## config.mk

```make
export PLATFORM = sky130hd
export DESIGN_NAME = univ_shift_reg
export DESIGN_NICKNAME = d
export VERILOG_FILES = /design/src/rtl/univ_shift_reg.sv
export SDC_FILE = /design/constraint.sdc
export NUM_CORES = 1
export LEC_CHECK = 0
export CAP_MARGIN = 0
export CELL_PAD_IN_SITES_DETAIL_PLACEMENT = 0
export CELL_PAD_IN_SITES_GLOBAL_PLACEMENT = 1
export CORE_MARGIN = 4
export CORE_UTILIZATION = 34
export DETAILED_ROUTE_END_ITERATION = 10
export GPL_ROUTABILITY_DRIVEN = 0
export PLACE_DENSITY_LB_ADDON = 0.1
export SETUP_SLACK_MARGIN = 0.05
export SLEW_MARGIN = 5
export SYNTH_ARGS = -nofsm -noshare
export SYNTH_HDL_FRONTEND = slang
export SYNTH_SLANG_ARGS = --single-unit
```

## constraint.sdc

```tcl
create_clock -name clk -period 2 [get_ports clk]
set_input_delay 0.2 -clock clk [delete_from_list [all_inputs] [get_ports clk]]
set_output_delay 0.2 -clock clk [all_outputs]
set_load 0.005 [all_outputs]
```

## src/rtl/univ_shift_reg.sv

```systemverilog
// univ_shift_reg: WIDTH-bit universal shift register with a per-word
// operation counter.
//
// Operations (when en=1), selected by mode:
//   000 hold, 001 shift right, 010 shift left, 011 rotate right,
//   100 rotate left, 101 parallel load, 110 arithmetic shift right, 111 clear.
//
// Ports:
//   clk       rising-edge clock
//   reset     synchronous active-high reset (overrides en and mode)
//   en        operation enable; 0 holds q, dout and bit_cnt
//   mode      operation select (see above)
//   din       serial input bit (used by the logical shifts only)
//   pdin      parallel load data
//   q         register contents
//   dout      last bit shifted or rotated out
//   word_done one-cycle pulse when WIDTH shift/rotate ops have completed
//   bit_cnt   shift/rotate ops performed in the current word
//
// All outputs come straight from flops; nothing combinational reaches them.

module univ_shift_reg #(
  parameter int                 WIDTH     = 8,
  parameter logic [WIDTH-1:0]   RESET_VAL = {WIDTH{1'b0}}
) (
  input  logic                       clk,
  input  logic                       reset,
  input  logic                       en,
  input  logic [2:0]                 mode,
  input  logic                       din,
  input  logic [WIDTH-1:0]           pdin,
  output logic [WIDTH-1:0]           q,
  output logic                       dout,
  output logic                       word_done,
  output logic [$clog2(WIDTH)-1:0]   bit_cnt
);

  localparam int CW = $clog2(WIDTH);

  localparam logic [2:0] MODE_HOLD  = 3'b000;
  localparam logic [2:0] MODE_SHR   = 3'b001;
  localparam logic [2:0] MODE_SHL   = 3'b010;
  localparam logic [2:0] MODE_ROR   = 3'b011;
  localparam logic [2:0] MODE_ROL   = 3'b100;
  localparam logic [2:0] MODE_LOAD  = 3'b101;
  localparam logic [2:0] MODE_ASR   = 3'b110;
  localparam logic [2:0] MODE_CLEAR = 3'b111;

  localparam logic [CW-1:0] CNT_LAST = CW'(WIDTH - 1);

  logic [WIDTH-1:0] q_r;
  logic             dout_r;
  logic             done_r;
  logic [CW-1:0]    cnt_r;

  logic [WIDTH-1:0] q_nxt_s;
  logic             dout_nxt_s;
  logic             done_nxt_s;
  logic [CW-1:0]    cnt_nxt_s;
  logic             shift_op_s;

  // Next-state datapath: select the new word and out-bit for the requested mode.
  always_comb begin
    q_nxt_s    = q_r;
    dout_nxt_s = dout_r;
    shift_op_s = 1'b0;
    if (en) begin
      case (mode)
        MODE_HOLD: begin
          q_nxt_s = q_r;
        end
        MODE_SHR: begin
          q_nxt_s    = {din, q_r[WIDTH-1:1]};
          dout_nxt_s = q_r[0];
          shift_op_s = 1'b1;
        end
        MODE_SHL: begin
          q_nxt_s    = {q_r[WIDTH-2:0], din};
          dout_nxt_s = q_r[WIDTH-1];
          shift_op_s = 1'b1;
        end
        MODE_ROR: begin
          q_nxt_s    = {q_r[0], q_r[WIDTH-1:1]};
          dout_nxt_s = q_r[0];
          shift_op_s = 1'b1;
        end
        MODE_ROL: begin
          q_nxt_s    = {q_r[WIDTH-2:0], q_r[WIDTH-1]};
          dout_nxt_s = q_r[WIDTH-1];
          shift_op_s = 1'b1;
        end
        MODE_LOAD: begin
          q_nxt_s = pdin;
        end
        MODE_ASR: begin
          // Sign bit is replicated into the vacated MSB.
          q_nxt_s    = {q_r[WIDTH-1], q_r[WIDTH-1:1]};
          dout_nxt_s = q_r[0];
          shift_op_s = 1'b1;
        end
        MODE_CLEAR: begin
          q_nxt_s    = {WIDTH{1'b0}};
          dout_nxt_s = 1'b0;
        end
        default: begin
          q_nxt_s    = q_r;
          dout_nxt_s = dout_r;
        end
      endcase
    end else begin
      q_nxt_s    = q_r;
      dout_nxt_s = dout_r;
    end
  end

  // Word counter: counts shift/rotate ops regardless of direction; load and
  // clear restart the word without a completion pulse.
  always_comb begin
    cnt_nxt_s  = cnt_r;
    done_nxt_s = 1'b0;
    if (en && shift_op_s) begin
      if (cnt_r == CNT_LAST) begin
        cnt_nxt_s  = {CW{1'b0}};
        done_nxt_s = 1'b1;
      end else begin
        cnt_nxt_s  = cnt_r + CW'(1);
        done_nxt_s = 1'b0;
      end
    end else if (en && ((mode == MODE_LOAD) || (mode == MODE_CLEAR))) begin
      cnt_nxt_s  = {CW{1'b0}};
      done_nxt_s = 1'b0;
    end else begin
      cnt_nxt_s  = cnt_r;
      done_nxt_s = 1'b0;
    end
  end

  // State registers with synchronous reset.
  always_ff @(posedge clk) begin
    if (reset) begin
      q_r    <= RESET_VAL;
      dout_r <= 1'b0;
      cnt_r  <= {CW{1'b0}};
      done_r <= 1'b0;
    end else begin
      q_r    <= q_nxt_s;
      dout_r <= dout_nxt_s;
      cnt_r  <= cnt_nxt_s;
      done_r <= done_nxt_s;
    end
  end

  assign q         = q_r;
  assign dout      = dout_r;
  assign bit_cnt   = cnt_r;
  assign word_done = done_r;

endmodule
```

### After elaboration in Yosys (flattened, before gate mapping)

Index checks and enable logic that the tools add are counted.

| cells by class | value |
|---|---|
| add/subtract/negate cells | 1 |
| multipliers | 0 |
| divide/modulo/power cells | 0 |
| magnitude comparators | 0 |
| equality and inequality tests | 8 |
| shift operators | 0 |
| mux-type cells | 8 |
| bitwise operators | 3 |
| reduce and logical (&&, ||, !) cells | 13 |

Operators with widths:

| operator | count |
|---|---|
| 8-bit case mux with 7 select lines | 1 |
| 3-bit equality test, second input constant | 5 |
| 3-bit two-way mux | 3 |
| 3-bit by 2-bit equality test with 1-bit output, second input constant | 2 |
| 5-bit OR reduction | 1 |
| 2-bit AND reduction | 2 |
| 2-bit OR reduction | 2 |
| 3-bit by 1-bit adder with 3-bit output, second input constant | 1 |
| 3-bit by 1-bit equality test with 1-bit output, second input constant | 1 |
| 3-bit zero test | 1 |
| 1-bit two-way mux | 3 |
| 1-bit inverter | 3 |
| 1-bit case mux with 3 select lines | 1 |
| 3-bit AND reduction | 1 |
| 3-bit nonzero test | 1 |
| 3-bit OR reduction | 1 |
| 1-bit logical AND | 2 |
| 2-bit nonzero test | 1 |
| 1-bit logical OR | 1 |

| storage, ports and cells | value |
|---|---|
| register bits | 13 |
| bits in latches | 0 |
| bits in writable memories | 0 |
| ROM bits | 0 |
| bits of input ports | 15 |
| output and inout port bits | 13 |
| memories | 0 |

### Depth between registers and ports, before layout

| logic depth | value |
|---|---|
| word-level depth | 7 |
| gate-level depth with buffers | 6 |
| gate-level depth less buffers | 4 |

### Least setup slack after synthesis

OpenSTA, ideal clock, no wires.

| timing | value |
|---|---|
| kind | register to register |
| from | reg cnt_r[0], in the netlist bit_cnt[0] |
| to | reg cnt_r[0], in the netlist bit_cnt[0] |
| setup time | 70 ps |
| data arrival time | 1119 ps |
| slack | 811 ps |
| stages on the path, launching flop included | 5 |
| buffers on the path | 0 |
| cell sequence | dfxtp_1 ha_1 ha_1 or3_1 a21oi_1 |

| on the way | value |
|---|---|
| longest elaborated chain between the ends | 3 |
| elaborated cells between the ends (all ways) | 4 |
| classes of those cells | add/sub: 1; eq/ne: 1; mux: 2 |

Ends and longest elaborated chain:

| what | line | source |
|---|---|---|
| start, declared | 54 | `logic [CW-1:0] cnt_r;` |
| start signal, assigned | 143 | `cnt_r <= {CW{1'b0}};` |
| start signal, assigned | 148 | `cnt_r <= cnt_nxt_s;` |
| 3-bit by 1-bit adder with 3-bit output or 3-bit equality test (tied branches) | 126, 122 |  |
| 3-bit two-way mux * | 122 | `if (cnt_r == CNT_LAST) begin` |
| 3-bit two-way mux * | 121 | `if (en && shift_op_s) begin` |

Every way passes the cells marked *; elsewhere a longest branch is shown, timed or not.
A chain may end at the register's enable or synchronous reset.

### Worst setup path after layout

| timing | value |
|---|---|
| from | in mode[2] |
| to | reg dout_r, in the netlist dout |

| on the way | value |
|---|---|
| longest elaborated chain between the ends | 4 |
| elaborated cells between the ends (all ways) | 11 |
| classes of those cells | eq/ne: 6; mux: 1; reduce/logical: 4 |

Ends and longest elaborated chain:

| what | line | source |
|---|---|---|
| start, declared | 29 | `input logic [2:0] mode,` |
| 3-bit equality test, or another cell as far along | 68 | `case (mode)` |
| 3-bit OR reduction (no source line) or 2-bit OR reduction (tied branches) | - |  |
| 3-bit nonzero test (no source line) | - |  |
| 2-bit AND reduction (no source line) | - |  |
| end signal, assigned | 147 | `dout_r <= dout_nxt_s;` |
| end, declared | 52 | `logic dout_r;` |

Several ways; a longest one is shown, not always the timed one.

==> summary.md <==
| Metric | Value |
|---|---|
| Remaining Overflow, GRT | `0` |
| DIE WIDTH | `58.2 µm` |
| Worst path required time | `2.20 ns` |
| Post-synth design cell area | `roughly 860 µm²` |
| Post-synth EDFFs | `0` |
| Routed length per instance | `14.2 µm` |
| Fin. max-slew vios | `0` |
| H-Tree Level Count | `1` |
| DRC viols | `0` |
| Die span in y | `58.2 µm` |
| Detailed-placement wirelength estimate | `1.71 mm` |
| Crit end category | `flip-flop` |
| Setup repair after global routing missed its margin | `false` |
| Setup slack on the worst flop-to-flop path | `around 0.74 ns` |
| Number of DRC violations after detailed-routing iteration 0 | `5` |
| Static Leak | `roughly 0.46 nW` |
| Synthesized-area fraction occupied by xor and xnor cells | `3.07%` |
| Maximum number of buffers from clock root to sink | `2` |
| Setup TNS after final layout | `0 ns` |
| Via density | `5.38` |
| Final period util | `~77%` |
| Worst Max-Slew Pin Slew | `0.547 ns` |
| # setup viols final | `0` |
| Clock sinks | `13` |
| Simple logic cell fraction of the synthesized area | `20.6%` |
| Vias in the first global route | `between 800 and 900` |
| Number of setup buffers added after CTS | `0` |
| Tmin final | `1.55 ns` |
| Net count after synthesis | `123` |
| Part of the Yosys area used for sequential elements | `30.4%` |
| Cell count of the worst reg-to-reg path | `4` |
| Ys async rst share | `0%` |
| Wire length of the first global-routing pass | `4.09 mm` |
| Latest clock arrival within the worst-skew pair | `0.28 ns` |
| Max-Slew Margin vs Limit | `between 60% and 70%` |
| Capture point of the worst reg-to-reg path | `bit_cnt[0]` |
| Category of the critical setup timing path | `in2reg` |
| Flop and latch count out of synthesis | `13` |
| WL final | `~2.3 mm` |
| Area fraction in compound gates after synthesis | `between 20% and 30%` |
| Cell count after synthesis | `106` |
| Highest clock rate | `645 MHz` |
| Ys Warns | `0` |
| Power Dens Cells | `~550 nW/µm²` |
| Count of endpoints failing hold in the final timing report | `0` |
| Final total power | `0.654 mW` |
| Number of buffers inserted for hold repair after clock tree synthesis | `0` |
| Synth unique cells | `34` |
| Gr usage total | `15.2%` |
| Vias | `~880` |
| Antenna viol nets, final | `0` |
| Crit path launch type | `input port` |
| Number of buffers created by CTS | `3` |
| Status | `finished, final reports clean` |
| Setup skew after layout | `0.00485 ns` |
| Relative area change from synthesis to final layout | `38.2%` |
| Antenna Diode Count | `0` |
| Hold path start | `bit_cnt[1]` |
| Largest net degree at the start of global routing | `16` |
| Total core area | `2300 µm²` |
| Effective utilization at floorplan | `37.3%` |
| Nets@finish | `154` |
| Total iterations of the first detailed-routing run | `4` |
| Synthesized area per cell | `approximately 8.1 µm²` |
| Main combinational cell family by area after synthesis | `compound AO/OA/AOI/OAI gates` |
| Total of max-cap violations | `0` |
| Initial antenna violation count | `0` |
| Critical path data arrival time | `1.74 ns` |
| Port Buf Inserts | `27` |
| Mux share of post-synthesis cell area | `about 7%` |
| Clock tree from TritonCTS | `yes` |
| Area of the die | `~3400 µm²` |
| Count of cells resized by post-cts repair | `0` |
| Share of final-layout standard cells stronger than drive strength 1 | `11.0%` |
| Hold-critical path endpoint | `bit_cnt[1]` |
| Number of cells on the worst hold path | `2` |
| Std cell rows | `17` |
| Library cell used as clock root buffer | `sky130_fd_sc_hd__clkbuf_4` |
| Hold Crit Class | `reg2reg` |
| Post-synthesis adder-cell area fraction | `2.92%` |
| Launch instance of the worst register-to-register path | `bit_cnt[0]` |
| Number of top-level pins | `28` |
| Critical Path Fanout Max | `11` |
| Clock-pin slew on the worst setup and hold paths | `0.09 ns` |
| Peak ir drop on the vdd network | `0.352 mV` |
| Leading register cell type out of synthesis | `sky130_fd_sc_hd__dfxtp_1` |
==> final cells by class <==
cell class,count,area (µm²)
flip-flops and latches,13,260
multi-input cells,82,529
well taps,28,35.0
repair buffers,34,323
fillers,239,1110
inverters,3,11.3
clock buffers,4,26.3
==> power breakdown <==
part	switching [mW]	internal [mW]	total, mW	leakage [nW]
combinational	0.0839	0.106	0.189	0.334
sequential	0.0207	0.276	0.296	0.107
clock	0.0906	0.0773	0.168	0.0150
total	0.195	0.458	0.654	0.456
==> per-layer routing <==
metal / routed length, µm / track usage, % / vias to the layer above
li1: - / - / 448
met1: 1120 / 19.6 / 412
met2: 1080 / 25.2 / 21
met3: 116 / 4.90 / 2
met4: 12 / 2.65 / 0
met5: 0 / 0 / -
==> logic make-up after synthesis <==
kind of cell | after synthesis
xor gates and xnor gates | 3
muxes | 6
DFF | 13
and+or+nand+nor | 39
adders and majority gates | 2
AOI/OAI and AO/OA | 32
buffers and inverters | 11
==> cells in the final DEF, fill, tap and decap left out, types with 2 or more instances in the layout <==
cell type,instances
sky130_fd_sc_hd__xor2_1,2
sky130_fd_sc_hd__nand3_1,3
sky130_fd_sc_hd__dfxtp_1,13
sky130_fd_sc_hd__buf_4,7
sky130_fd_sc_hd__nand2_1,19
sky130_fd_sc_hd__clkdlybuf4s50_1,27
sky130_fd_sc_hd__a2bb2oi_1,2
sky130_fd_sc_hd__inv_1,3
sky130_fd_sc_hd__nor2_1,9
sky130_fd_sc_hd__mux2i_1,6
sky130_fd_sc_hd__ha_1,2
sky130_fd_sc_hd__o21ai_0,4
sky130_fd_sc_hd__a311oi_1,7
sky130_fd_sc_hd__clkbuf_4,3
sky130_fd_sc_hd__o211ai_1,6
sky130_fd_sc_hd__a21oi_1,4
==> critical path: stages <==
cell and delay (ns):
sky130_fd_sc_hd__clkdlybuf4s50_1 0.71, sky130_fd_sc_hd__or2b_1 0.19, sky130_fd_sc_hd__a21oi_2 0.06, sky130_fd_sc_hd__a311o_1 0.33, sky130_fd_sc_hd__a221oi_2 0.26
==> worst max path at each step <==
stage	from	endpoint	slack (ns)	cells after the start
final	mode[2]	dout	0.45	5
after global routing	mode[2]	q[5]	0.33	5
after CTS	mode[2]	dout	0.45	5
after detailed placement	mode[2]	dout	0.16	5
after global placement	mode[1]	q[4]	0.17	5
after floorplan	bit_cnt[0]	bit_cnt[0]	0.81	4
==> metrics by stage <==
step / instances / cell area (µm²) / hold slack, ns / util (%) / setup WS (ns)
CTS: 164 / 1180 / 0.483 / 51.6 / 0.448
detailed placement: 160 / 1160 / 0.467 / 50.4 / 0.161
floorplan: 106 / 857 / 0.266 / - / 0.811
global route: 164 / 1180 / 0.522 / 51.6 / 0.333
finish: 164 / 1180 / 0.479 / 51.6 / 0.451
global placement: 160 / 1160 / 0.459 / 50.4 / 0.169
==> flip-flops by register name, indices dropped and copies added (netlist names) <==
register / cells
dout: 1
bit_cnt: 3
q: 8
word_done: 1
==> Yosys cell counts (all sizes together), types with 2 or more instances <==
cell type	number	area [µm²]
nand2	20	77.6
dfxtp	13	260
nor2	9	33.8
a311oi	7	61.3
buf	6	48.8
mux2i	6	60.1
o211ai	6	45.0
o21ai	6	33.8
a21oi	5	28.8
inv	3	11.3
nand3	3	15.0
a2bb2oi	2	17.5
clkbuf	2	7.51
ha	2	25.0
xor2	2	17.5
No activity file was read; power rests on OpenSTA's default activity.
